===== src/rtl/hms_bcd_counter.sv =====
// Hours/minutes/seconds BCD time-of-day counter on the 1 Hz SEC_CLK, with a
// validated parallel load, registered carry pulses and a fixed-length alarm.
module hms_bcd_counter #(
    parameter int ALARM_LEN = 60,
    parameter int ALM_W     = 8
) (
    input  logic       SEC_CLK,
    input  logic       CLR,
    input  logic       RUN,
    input  logic       LOAD,
    input  logic [1:0] LD_HOUR_10,
    input  logic [3:0] LD_HOUR_01,
    input  logic [2:0] LD_MIN_10,
    input  logic [3:0] LD_MIN_01,
    input  logic       ALM_EN,
    input  logic [1:0] ALM_HOUR_10,
    input  logic [3:0] ALM_HOUR_01,
    input  logic [2:0] ALM_MIN_10,
    input  logic [3:0] ALM_MIN_01,
    output logic [3:0] SEC_01,
    output logic [2:0] SEC_10,
    output logic [3:0] MIN_01,
    output logic [2:0] MIN_10,
    output logic [3:0] HOUR_01,
    output logic [1:0] HOUR_10,
    output logic       MIN_TICK,
    output logic       HOUR_TICK,
    output logic       DAY_TICK,
    output logic       LOAD_ERR,
    output logic       ALARM
);

    logic [3:0]       sec_01_r, min_01_r, hour_01_r;
    logic [2:0]       sec_10_r, min_10_r;
    logic [1:0]       hour_10_r;
    logic             min_tick_r, hour_tick_r, day_tick_r, load_err_r, alarm_r;
    logic [ALM_W-1:0] alm_cnt_r;

    logic [3:0] nxt_sec_01_s, nxt_min_01_s, nxt_hour_01_s;
    logic [2:0] nxt_sec_10_s, nxt_min_10_s;
    logic [1:0] nxt_hour_10_s;
    logic       sec_wrap_s, min_wrap_s, hour_wrap_s, inc_s, load_ok_s, alarm_hit_s;

    function automatic logic load_valid(input logic [1:0] h10, input logic [3:0] h1,
                                        input logic [2:0] m10, input logic [3:0] m1);
        return (m10 <= 3'd5) && (m1 <= 4'd9) && (h1 <= 4'd9) &&
               ((h10 < 2'd2) || ((h10 == 2'd2) && (h1 <= 4'd3)));
    endfunction

    assign inc_s       = RUN && !LOAD;
    assign load_ok_s   = load_valid(LD_HOUR_10, LD_HOUR_01, LD_MIN_10, LD_MIN_01);
    assign sec_wrap_s  = (sec_10_r == 3'd5) && (sec_01_r == 4'd9);
    assign min_wrap_s  = (min_10_r == 3'd5) && (min_01_r == 4'd9);
    assign hour_wrap_s = (hour_10_r == 2'd2) && (hour_01_r == 4'd3);

    // BCD ripple increment of the current time
    always_comb begin
        nxt_sec_01_s  = sec_01_r;
        nxt_sec_10_s  = sec_10_r;
        nxt_min_01_s  = min_01_r;
        nxt_min_10_s  = min_10_r;
        nxt_hour_01_s = hour_01_r;
        nxt_hour_10_s = hour_10_r;
        if (sec_01_r != 4'd9) begin
            nxt_sec_01_s = sec_01_r + 4'd1;
        end else begin
            nxt_sec_01_s = 4'd0;
            if (sec_10_r != 3'd5) begin
                nxt_sec_10_s = sec_10_r + 3'd1;
            end else begin
                nxt_sec_10_s = 3'd0;
                if (min_01_r != 4'd9) begin
                    nxt_min_01_s = min_01_r + 4'd1;
                end else begin
                    nxt_min_01_s = 4'd0;
                    if (min_10_r != 3'd5) begin
                        nxt_min_10_s = min_10_r + 3'd1;
                    end else begin
                        nxt_min_10_s = 3'd0;
                        if (hour_wrap_s) begin
                            nxt_hour_01_s = 4'd0;
                            nxt_hour_10_s = 2'd0;
                        end else if (hour_01_r == 4'd9) begin
                            nxt_hour_01_s = 4'd0;
                            nxt_hour_10_s = hour_10_r + 2'd1;
                        end else begin
                            nxt_hour_01_s = hour_01_r + 4'd1;
                        end
                    end
                end
            end
        end
    end

    // Alarm matches only on the increment that lands on HH:MM:00
    assign alarm_hit_s = ALM_EN && inc_s && sec_wrap_s &&
                         (nxt_hour_10_s == ALM_HOUR_10) && (nxt_hour_01_s == ALM_HOUR_01) &&
                         (nxt_min_10_s == ALM_MIN_10) && (nxt_min_01_s == ALM_MIN_01);

    // Time digits, carry pulses and load status
    always_ff @(posedge SEC_CLK or posedge CLR) begin
        if (CLR) begin
            sec_01_r    <= 4'd0;
            sec_10_r    <= 3'd0;
            min_01_r    <= 4'd0;
            min_10_r    <= 3'd0;
            hour_01_r   <= 4'd0;
            hour_10_r   <= 2'd0;
            min_tick_r  <= 1'b0;
            hour_tick_r <= 1'b0;
            day_tick_r  <= 1'b0;
            load_err_r  <= 1'b0;
        end else if (LOAD) begin
            min_tick_r  <= 1'b0;
            hour_tick_r <= 1'b0;
            day_tick_r  <= 1'b0;
            if (load_ok_s) begin
                sec_01_r   <= 4'd0;
                sec_10_r   <= 3'd0;
                min_01_r   <= LD_MIN_01;
                min_10_r   <= LD_MIN_10;
                hour_01_r  <= LD_HOUR_01;
                hour_10_r  <= LD_HOUR_10;
                load_err_r <= 1'b0;
            end else begin
                load_err_r <= 1'b1;
            end
        end else if (RUN) begin
            sec_01_r    <= nxt_sec_01_s;
            sec_10_r    <= nxt_sec_10_s;
            min_01_r    <= nxt_min_01_s;
            min_10_r    <= nxt_min_10_s;
            hour_01_r   <= nxt_hour_01_s;
            hour_10_r   <= nxt_hour_10_s;
            min_tick_r  <= sec_wrap_s;
            hour_tick_r <= sec_wrap_s && min_wrap_s;
            day_tick_r  <= sec_wrap_s && min_wrap_s && hour_wrap_s;
            load_err_r  <= 1'b0;
        end else begin
            min_tick_r  <= 1'b0;
            hour_tick_r <= 1'b0;
            day_tick_r  <= 1'b0;
            load_err_r  <= 1'b0;
        end
    end

    // Alarm duration counter; runs on every edge regardless of RUN
    always_ff @(posedge SEC_CLK or posedge CLR) begin
        if (CLR) begin
            alarm_r   <= 1'b0;
            alm_cnt_r <= '0;
        end else if (!ALM_EN) begin
            alarm_r   <= 1'b0;
            alm_cnt_r <= '0;
        end else if (alarm_hit_s) begin
            alarm_r   <= 1'b1;
            alm_cnt_r <= ALM_W'(ALARM_LEN - 1);
        end else if (alarm_r) begin
            if (alm_cnt_r == '0) begin
                alarm_r <= 1'b0;
            end else begin
                alm_cnt_r <= alm_cnt_r - {{(ALM_W-1){1'b0}}, 1'b1};
            end
        end else begin
            alarm_r   <= 1'b0;
            alm_cnt_r <= alm_cnt_r;
        end
    end

    assign SEC_01    = sec_01_r;
    assign SEC_10    = sec_10_r;
    assign MIN_01    = min_01_r;
    assign MIN_10    = min_10_r;
    assign HOUR_01   = hour_01_r;
    assign HOUR_10   = hour_10_r;
    assign MIN_TICK  = min_tick_r;
    assign HOUR_TICK = hour_tick_r;
    assign DAY_TICK  = day_tick_r;
    assign LOAD_ERR  = load_err_r;
    assign ALARM     = alarm_r;

endmodule


===== config.mk =====
export PLATFORM = sky130hd
export DESIGN_NAME = hms_bcd_counter
export DESIGN_NICKNAME = d
export VERILOG_FILES = /design/src/rtl/hms_bcd_counter.sv
export SDC_FILE = /design/constraint.sdc
export NUM_CORES = 1
export LEC_CHECK = 0
export CORE_ASPECT_RATIO = 1.4
export CORE_MARGIN = 2
export CORE_UTILIZATION = 33
export DETAILED_ROUTE_END_ITERATION = 8
export PLACE_DENSITY = 0.6
export REMOVE_ABC_BUFFERS = 1
export SKIP_CTS_REPAIR_TIMING = 1
export SLEW_MARGIN = 20
export SYNTH_ARGS = -nofsm -noshare
export SYNTH_HDL_FRONTEND = slang
export SYNTH_SLANG_ARGS = --single-unit
export TNS_END_PERCENT = 5

===== constraint.sdc =====
create_clock -name SEC_CLK -period 2.9 [get_ports SEC_CLK]
set_input_delay 0.435 -clock SEC_CLK [delete_from_list [all_inputs] [get_ports SEC_CLK]]
set_output_delay 0.435 -clock SEC_CLK [all_outputs]
set_load 0.05 [all_outputs]

==> Word-level counts from Yosys, hierarchy flattened <==
Index checks and enable logic that the tools add are counted.
Widths: inputs -> output; s select.
{ "word_totals": {"out_inout_bits": 25, "in_bits": 31, "word_cells": 123, "register_bits": 33} }
{ "classes": {"muxes": 56, "addsub": 7, "reduce_logical": 23, "order_cmp": 5, "n_eq_ne": 20} }
{ "ops": {"columns": ["operator", "n"], "rows": [
  ["$mux 4", 19],
  ["$mux 3", 12],
  ["$mux 8", 4],
  ["$mux 2", 9],
  ["$logic_and 1x1->1", 16],
  ["$add 4x1->4 const B", 3],
  ["$eq 4x4->1 const B", 3],
  ["$mux 1", 12],
  ["$ne 3x3->1 const B", 3],
  ["$eq 4x4->1", 2],
  ["$le 4x4->1 const B", 2],
  ["$logic_not 8->1", 1],
  ["$ne 4x4->1 const B", 2],
  ["$sub 8x1->8 const B", 1],
  ["$add 3x1->3 const B", 2],
  ["$eq 3x3->1 const B", 2],
  ["$eq 2x2->1 const B", 2],
  ["$eq 4x2->1 const B", 1],
  ["$le 4x2->1 const B", 1],
  ["$reduce_and 2->1", 2],
  ["$eq 3x3->1", 1],
  ["$le 3x3->1 const B", 1],
  ["$ne 3x1->1 const B", 1],
  ["$reduce_and 3->1", 1],
  ["8 further kinds", 8]
]} }

==> Longest topological paths before layout <==
Gate-level depths: netlist of the first run.
{ "depth": {"depth_word": 14, "ltp_mapped": 10} }

==> Least setup slack after synthesis of the first run <==
No wires, ideal clock.
{ "synth_timing": {"path_kind": "register -> register", "startpoint": "reg sec_01_r[0] (netlist: SEC_01[0])", "endpoint": "reg alm_cnt_r[7]", "arrival_time_ns": 2.794, "path_slack_ns": -0.013, "stages_incl_launch_ff": 10, "setup_ns": 0.120, "period_less_slack_ns": 2.913, "path_cell_list": "dfrtp_1 -> ha_1 -> nand3b_1 -> or4_1 -> clkbuf_1 -> o41ai_1 -> a22oi_1 -> xor2_1 -> nand4_4 -> and3_1"} }
{ "synth_via": {"elab_chain_cells": 9} }
{ "synth_rtl": {"columns": ["item", "line_no", "text"], "rows": [
  ["start, declared", "33", "logic [3:0] sec_01_r, min_01_r, hour_01_r;"],
  ["start signal, assigned", "129", "sec_01_r <= nxt_sec_01_s;"],
  ["$ne 4x4->1 or $eq 4x4->1 (tied branches)", "64, 52", null],
  ["$mux 2 or $logic_and 1x1->1 (tied branches)", "64, 52", null],
  ["$eq 2x2->1 or $logic_and 1x1->1 (tied branches)", "97, 96", null],
  ["$logic_and 1x1->1", "96", "assign alarm_hit_s = ALM_EN && inc_s && sec_wrap_s &&"],
  ["$logic_and 1x1->1 (2 in a row)", "97", "(nxt_hour_10_s == ALM_HOUR_10) && (nxt_hour_01_s == ALM_HOUR_01) &&"],
  ["$logic_and 1x1->1 (*)", "98", "(nxt_min_10_s == ALM_MIN_10) && (nxt_min_01_s == ALM_MIN_01);"],
  ["$ne 3x3->1 (no source line) (tied with other cells)", null, null],
  ["$reduce_and 2->1 (no source line) or $mux 8 (tied branches)", null, null],
  ["end signal, assigned", "157", "alm_cnt_r <= ALM_W'(ALARM_LEN - 1);"],
  ["end signal, assigned", "162", "alm_cnt_r <= alm_cnt_r - {{(ALM_W-1){1'b0}}, 1'b1};"],
  ["end signal, assigned", "166", "alm_cnt_r <= alm_cnt_r;"],
  ["end, declared", "37", "logic [ALM_W-1:0] alm_cnt_r;"]
]} }
Every way passes the cells marked *; elsewhere a longest branch is shown, timed or not.
A chain may end at the register's enable or synchronous reset.

==> Worst setup path after layout of the first run <==
{ "layout_timing": {"startpoint": "reg sec_10_r[1] (netlist: SEC_10[1])", "endpoint": "reg alm_cnt_r[6]"} }
{ "layout_via": {"elab_chain_cells": 10} }
{ "layout_rtl": {"columns": ["item", "line_no", "text"], "rows": [
  ["start, declared", "34", "logic [2:0] sec_10_r, min_10_r;"],
  ["start signal, assigned", "130", "sec_10_r <= nxt_sec_10_s;"],
  ["$ne 3x3->1", "68", "if (sec_10_r != 3'd5) begin"],
  ["$mux 2", "68", null],
  ["$mux 2", "64", "if (sec_01_r != 4'd9) begin"],
  ["$eq 2x2->1", "97", null],
  ["$logic_and 1x1->1", "96", null],
  ["$logic_and 1x1->1 (2 in a row)", "97", null],
  ["$logic_and 1x1->1 (*)", "98", null],
  ["$ne 3x3->1 (no source line) (tied with other cells)", null, null],
  ["$reduce_and 2->1 (no source line) or $mux 8 (tied branches)", null, null]
]} }
Marked as above.

==> results of run 1 <==
worst max-delay path by stage:
stage                     cells after the start  slack, ns      start            to
after floorplan                               8      -0.20  SEC_01[0]  alm_cnt_r[7]
after global placement                        9       0.30  SEC_01[1]  alm_cnt_r[7]
after detailed placement                      7       0.27  SEC_10[1]  alm_cnt_r[6]
after CTS                                     7       0.24  SEC_10[1]  alm_cnt_r[6]
after global routing                          9       0.03  SEC_01[1]  alm_cnt_r[6]
final                                         7       0.24  SEC_10[1]  alm_cnt_r[6]
kinds of logic (layout without fill, tap and decap cells):
family | Yosys count | count (layout) | synth area share, %
DFF | 33 | 33 | 35.8
adders and majority gates | 7 | 7 | 3.80
muxes | 12 | 12 | 5.21
buffers and inverters | 25 | 98 | 4.51
AOI/OAI and AO/OA | 67 | 67 | 18.9
and+or+nand+nor | 94 | 94 | 24.9
xor gates and xnor gates | 18 | 18 | 6.84
cells in the final DEF (no fill, tap or decap), types with 6 or more instances in the layout:
master	count
nor2_1	15
dfrtp_1	33
ha_1	7
xnor2_1	9
nand2_1	20
a21oi_1	12
mux2i_1	12
nor3_1	8
clkdlybuf4s50_1	55
o21ai_0	21
a21boi_1	6
xor2_1	9
and3_1	7
buf_4	23
clkbuf_8	6
inv_1	12
critical path, cell delays in order, from the launching register on:
cell	delay [ns]
dfrtp_1	0.44
nand3b_2	0.29
or4_1	0.64
o21a_1	0.25
or3_1	0.32
a21oi_2	0.20
nand4_4	0.19
and3_1	0.23
where the power goes:
part	switching [µW]	internal, µW
sequential	74.9	512
clock	174	280
combinational	424	291
total	673	1080
flip-flops by register name (all words and copies together) (netlist names), 2 cells and up:
| register | count |
|---|---|
| HOUR_01 | 4 |
| HOUR_10 | 2 |
| MIN_01 | 4 |
| MIN_10 | 3 |
| SEC_01 | 4 |
| SEC_10 | 3 |
| alm_cnt_r | 8 |
synth_stat cells (7+ instances only):
cell	n	share of area, %
a21oi_1	12	2.6
and3_1	7	1.9
clkbuf_1	10	1.6
dfrtp_1	33	36
ha_1	7	3.8
inv_1	12	2.0
mux2i_1	12	5.2
nand2_1	20	3.3
nor2_1	15	2.4
nor3_1	8	1.7
o21ai_0	21	4.6
xnor2_1	9	3.4
xor2_1	9	3.4
routing by layer:
layer,routed length (µm),track usage [%]
met1,2780,23.5
met2,3650,34.7
met3,270,2.93
met4,81,4.12
met5,0,0
layout make-up:
cell class	instances	area share [%]
clock buffer	7	2.70
clock inverter	1	0.938
inverter	12	1.41
multi-input combinational	198	42.9
sequential	33	25.8
tap	95	3.71
timing repair buffer	78	22.6
stage by stage:
stage	area, µm²	power [µW]	setup TNS [ns]
2_1_floorplan	2240	1020	-1.23
3_3_place_gp	3090	1310	0
3_5_place_dp	3090	1310	0
4_1_cts	3200	1770	0
5_1_grt	3200	1860	0
6_report	3200	1760	0
==> summary.txt, run 1 <==
Drt
  – Iter 0 DRT Violations: about 140
  – Final antenna-violating net count: 0
  – DRC errors left: 0
  – Total Wirelength: between 6 and 7 mm
  – Pre-antenna DRT Iters: 4
  – WL/cell: 16.0 µm
  – Vias per cell: 5.19
  – Vias: 2202

Final layout
  – Layout area overhead: 39.1%
  – Fraction of layout instances using a drive strength above 1: 12.5%
  – # diodes: 0
  – Area of the multi-input gates: 0.00137 mm²
  – Fill cells: 700
  – Final Instance Count excl. Fillers: 424
  – Seq. cell area: 826 µm²
  – Layout Utilization: roughly 47%
  – Nets: approximately 370

Clocking
  – Clock Tree Buf Depth: 2
  – Root buffer cell: clkbuf_8
  – CTS clock-pin slew for the worst setup and hold paths: about 0.07 ns
  – CTS sink count: 33
  – H-tree levels: 2
  – CTS Buf Count: 5
  – CTS tree: built
  – Clock latency on the worst-skew pair: 0.29 ns

Worst setup path
  – Crit path DAT: between 2 and 3 ns
  – Critical path capture point type: flip-flop
  – Register-to-Register Path Depth: 7
  – Critical-path maximum fanout: 9
  – Startpoint types: flip-flop
  – Flop-to-flop setup slack: 0.24 ns
  – Reg2reg end: alm_cnt_r[6]
  – Worst path required time: between 3 and 4 ns
  – Critical setup path kind: reg2reg
  – Origin of the critical flop-to-flop path: SEC_10[1]

Die
  – Core ar.: 0.00685 mm²
  – Die area: 0.00767 mm²
  – Chip Height: 103 µm
  – Row cnt: 36
  – Die Wd: 74.6 µm
  – # IOs: 56
  – Starting Density: 33.6%

STA
  – Final hold slack: 0.551 ns
  – Final min period: about 2.7 ns
  – Worst Setup Slack, final: 0.238 ns
  – Clock Skews: 0.00627 ns
  – Hold Vio Cnt, Final: 0
  – Worst Tran Pin Value: between 0.5 and 0.6 ns
  – Max frequency: around 380 MHz
  – RSZ-0062 raised after global routing: no
  – Final Setup Violations: 0
  – Max-slew violation count: 0
  – Final worst-path cycle share: 91.8%
  – Rel. slew slack: 65.0%

Placement
  – Port Buffers: 55
  – Placed cell count: 416
  – Gpl congestion: 0.859
  – Placement Setup Slack: ~0.27 ns
  – Hpwl dp: 5.30 mm

GRT
  – Overall global routing resource usage: 19.1%
  – First-pass GRT wire length: 11.2 mm
  – Vias in the first global route: about 2300
  – Gr ovfl total: 0
  – Initial antenna violation count: 0
  – Pin count of the biggest net entering global routing: 34

Synthesis
  – Synth warnings: 0
  – Synth Instances: 256
  – Seq cells post-synth: 33
  – Top FF cell, synth: dfrtp_1
  – Synth Area per Inst: between 8 and 9 µm²
  – Number of flops mapped to enable cells by yosys: 0
  – Async S/R FF share, synth: 100%
  – Sequential fraction of the synthesis area: 35.9%
  – Mapped cell area: 0.00230 mm²
  – Yosys cell types: 49

Min path
  – Worst hold path class: in2async

Job
  – Max cap viols: 0

Power and ir drop
  – Leakage: 0.00133 µW
  – Max rail drop VDD: approximately 320 µV
  – Cell Pwr Density: roughly 550 mW/mm²

Status
  – Status: finished clean
No activity file was read; power rests on OpenSTA's default activity.
==> run 2: changes to the inputs <==
--- a/config.mk
+++ b/config.mk
@@ -5,6 +5,7 @@
 export SDC_FILE = /design/constraint.sdc
 export NUM_CORES = 1
 export LEC_CHECK = 0
+export ABC_AREA = 0
 export CORE_ASPECT_RATIO = 1.4
 export CORE_MARGIN = 2
 export CORE_UTILIZATION = 33
==> constraint.sdc (replaced) <==
create_clock -name SEC_CLK -period 2.9 [get_ports SEC_CLK]
set_input_delay 0.29 -clock SEC_CLK [delete_from_list [all_inputs] [get_ports SEC_CLK]]
set_output_delay 0.29 -clock SEC_CLK [all_outputs]
set_load 0.05 [all_outputs]
==> run 2 against run 1 <==
Net effect: final cell count down 0.71%; register-to-register slack hardly changed; critical path type unchanged; largest cell class unchanged; routed wire length shrank 0.22%; die area unchanged.
==> summary.txt, run 2 (same netlist as run 1, synthesis figures left out) <==
Placement
  – Port Buffers: 55 (unchanged)
  – Post-Place Cell Area: 0.00306 mm² (-0.73%)
  – Gpl congestion: 0.834 (-3.0%)
  – Hpwl dp: 5.23 mm (-1.3%)
  – Placed cell count: 413 (-0.72%)

Clocking
  – Clock latency on the worst-skew pair: 0.29 ns (about the same)
  – Clock Tree Buf Depth: 2 (unchanged)
  – Root buffer cell: clkbuf_8
  – CTS sink count: 33 (unchanged)
  – CTS clock-pin slew for the worst setup and hold paths: 0.08 ns (about the same)
  – H-tree levels: 2 (unchanged)
  – CTS tree: built
  – CTS Buf Count: 5 (unchanged)

STA
  – Max-slew violation count: 0 (unchanged)
  – Worst Tran Pin Value: 0.509 ns (-0.0151 ns)
  – RSZ-0062 raised after global routing: no
  – Rel. slew slack: 66.0% (+1.0 points)
  – Max frequency: 377 MHz (+0.29%)
  – Hold Vio Cnt, Final: 0 (unchanged)
  – Clock Skews: 0.0103 ns (+0.00404 ns)
  – Final worst-path cycle share: 91.5% (-0.26 points)
  – Final min period: 2.65 ns (-0.00764 ns)
  – Fin Setup TNS: 0 ns (unchanged)
  – Final Setup Violations: 0 (unchanged)

Final layout
  – Layout area overhead: 37.9%
  – Design area: 0.00318 mm² (-0.86%)
  – # diodes: 0 (unchanged)
  – Commonest non-fill, non-tap cell in the layout: clkdlybuf4s50_1
  – Final Instance Count excl. Fillers: 421 (-0.71%)
  – Nets: 363 (-0.82%)
  – Commonest non-fill, non-tap cells in the layout: clkdlybuf4s50_1 (55), dfrtp_1 (33), nand2_1 (20), o21ai_0 (20), buf_4 (20)
  – Fraction of layout instances using a drive strength above 1: 12.6% (+0.11 points)
  – Largest Register: alm_cnt_r
  – Max reg flops: 8 (unchanged)

Worst setup path
  – Worst path slowest cell: or4_4
  – Critical Path Max Stage Delay: 0.63 ns (about the same)
  – Flop-to-flop setup slack: 0.25 ns (about the same)
  – Origin of the critical flop-to-flop path: SEC_01[1]
  – Worst path required time: 3.08 ns (about the same)
  – Critical-path maximum fanout: 9 (unchanged)
  – Crit path DAT: 2.83 ns (about the same)
  – Critical path capture point type: flip-flop
  – Register-to-Register Path Depth: 9 (+2)
  – Startpoint types: flip-flop
  – Reg2reg end: alm_cnt_r[2]
  – Critical setup path kind: reg2reg
  – Ordered list of cells on the worst path: inv_1 > ha_1 > nand3b_1 > or4_4 > o21a_1 > or3_1 > a21oi_2 > nand4_4 > and3_1

Drt
  – Pre-antenna DRT Iters: 4 (unchanged)
  – WL met3: 286 µm (+5.9%)
  – Iter 0 DRT Violations: 141 (+2.2%)
  – Vias: 2238 (+1.6%)
  – Final antenna-violating net count: 0 (unchanged)
  – Vias per cell: 5.32 (+2.4%)
  – DRC errors left: 0 (unchanged)
  – Wl on met1: 2.76 mm (-0.83%)
  – Top sig layer: met4
  – WL/cell: 16.1 µm (+0.49%)
  – Length of routed met2 wiring: 3.63 mm (-0.66%)
  – Total Wirelength: 6.77 mm (-0.22%)

Die
  – # IOs: 56 (unchanged)
  – Row cnt: 36 (unchanged)
  – Starting Density: 33.6% (unchanged)
  – Die Wd: 74.6 µm (unchanged)
  – Chip Height: 103 µm (unchanged)
  – Core ar.: 0.00685 mm² (unchanged)
  – Die area: 0.00767 mm² (unchanged)

GRT
  – First-pass GRT wire length: 10.8 mm (-3.6%)
  – Overall global routing resource usage: 18.5% (-0.60 points)
  – Vias in the first global route: 2190 (-3.7%)
  – Pin count of the biggest net entering global routing: 34 (unchanged)
  – Initial antenna violation count: 0 (unchanged)
  – Gr ovfl total: 0 (unchanged)

Job
  – Max cap viols: 0 (unchanged)

Min path
  – Worst hold path class: in2async

Power and ir drop
  – Cell Pwr Density: 533 mW/mm² (-2.8%)
  – Max rail drop VDD: 207 µV (-35%)
  – Leakage: 0.00132 µW (-1.3%)

Status
  – Status: finished clean
## run 2: report_power, final
part	switching, µW	leakage [µW]	internal [µW]
logic	422	0.000838	286
clock network	181	0.0000542	215
registers	77.9	0.000426	512
## run 2: layout make-up
cell class                 count  area [µm²]
fill                         709        3670
multi-input combinational    198        1380
sequential                    33         826
timing repair buffer          75         701
tap                           95         119
clock buffer                   7        96.3
inverter                      12        45.0
clock inverter                 1        5.00
## run 2: per-stage QoR
stage               worst slack [ns]  hold WS, ns  total power [µW]  util, %
detailed placement             0.196        0.525              1300     44.8
global placement               0.273        0.518              1300     44.8
floorplan                     -0.196        0.377              1020        -
CTS                            0.173        0.426              1700     46.2
finish                         0.246        0.405              1690     46.4
global route                  0.0446        0.455              1780     46.4
## run 2: worst max path at each step
stage,startpoint,to
4_1_cts,SEC_01[1],alm_cnt_r[2]
2_1_floorplan,SEC_01[0],alm_cnt_r[7]
6_report,SEC_01[1],alm_cnt_r[2]
5_1_grt,SEC_01[1],alm_cnt_r[2]
3_3_place_gp,SEC_01[1],alm_cnt_r[2]
3_5_place_dp,SEC_01[1],alm_cnt_r[2]
## run 2: routing by layer
layer	global-route usage, %	vias up
met3	3.13	9
li1	-	1080
met2	34.4	61
met1	21.4	1088
met5	0	-
met4	4.95	0
## run 2: worst max-delay path, delay by kind of cell (launching register included)
kind | cells | cell delay [ns]
adder cells (fa/ha/maj) | 1 | 0.14
AO/OA/AOI/OAI | 2 | 0.43
buffers and inverters | 1 | 0.07
flip-flops | 1 | 0.38
AND/OR/NAND/NOR | 5 | 1.52
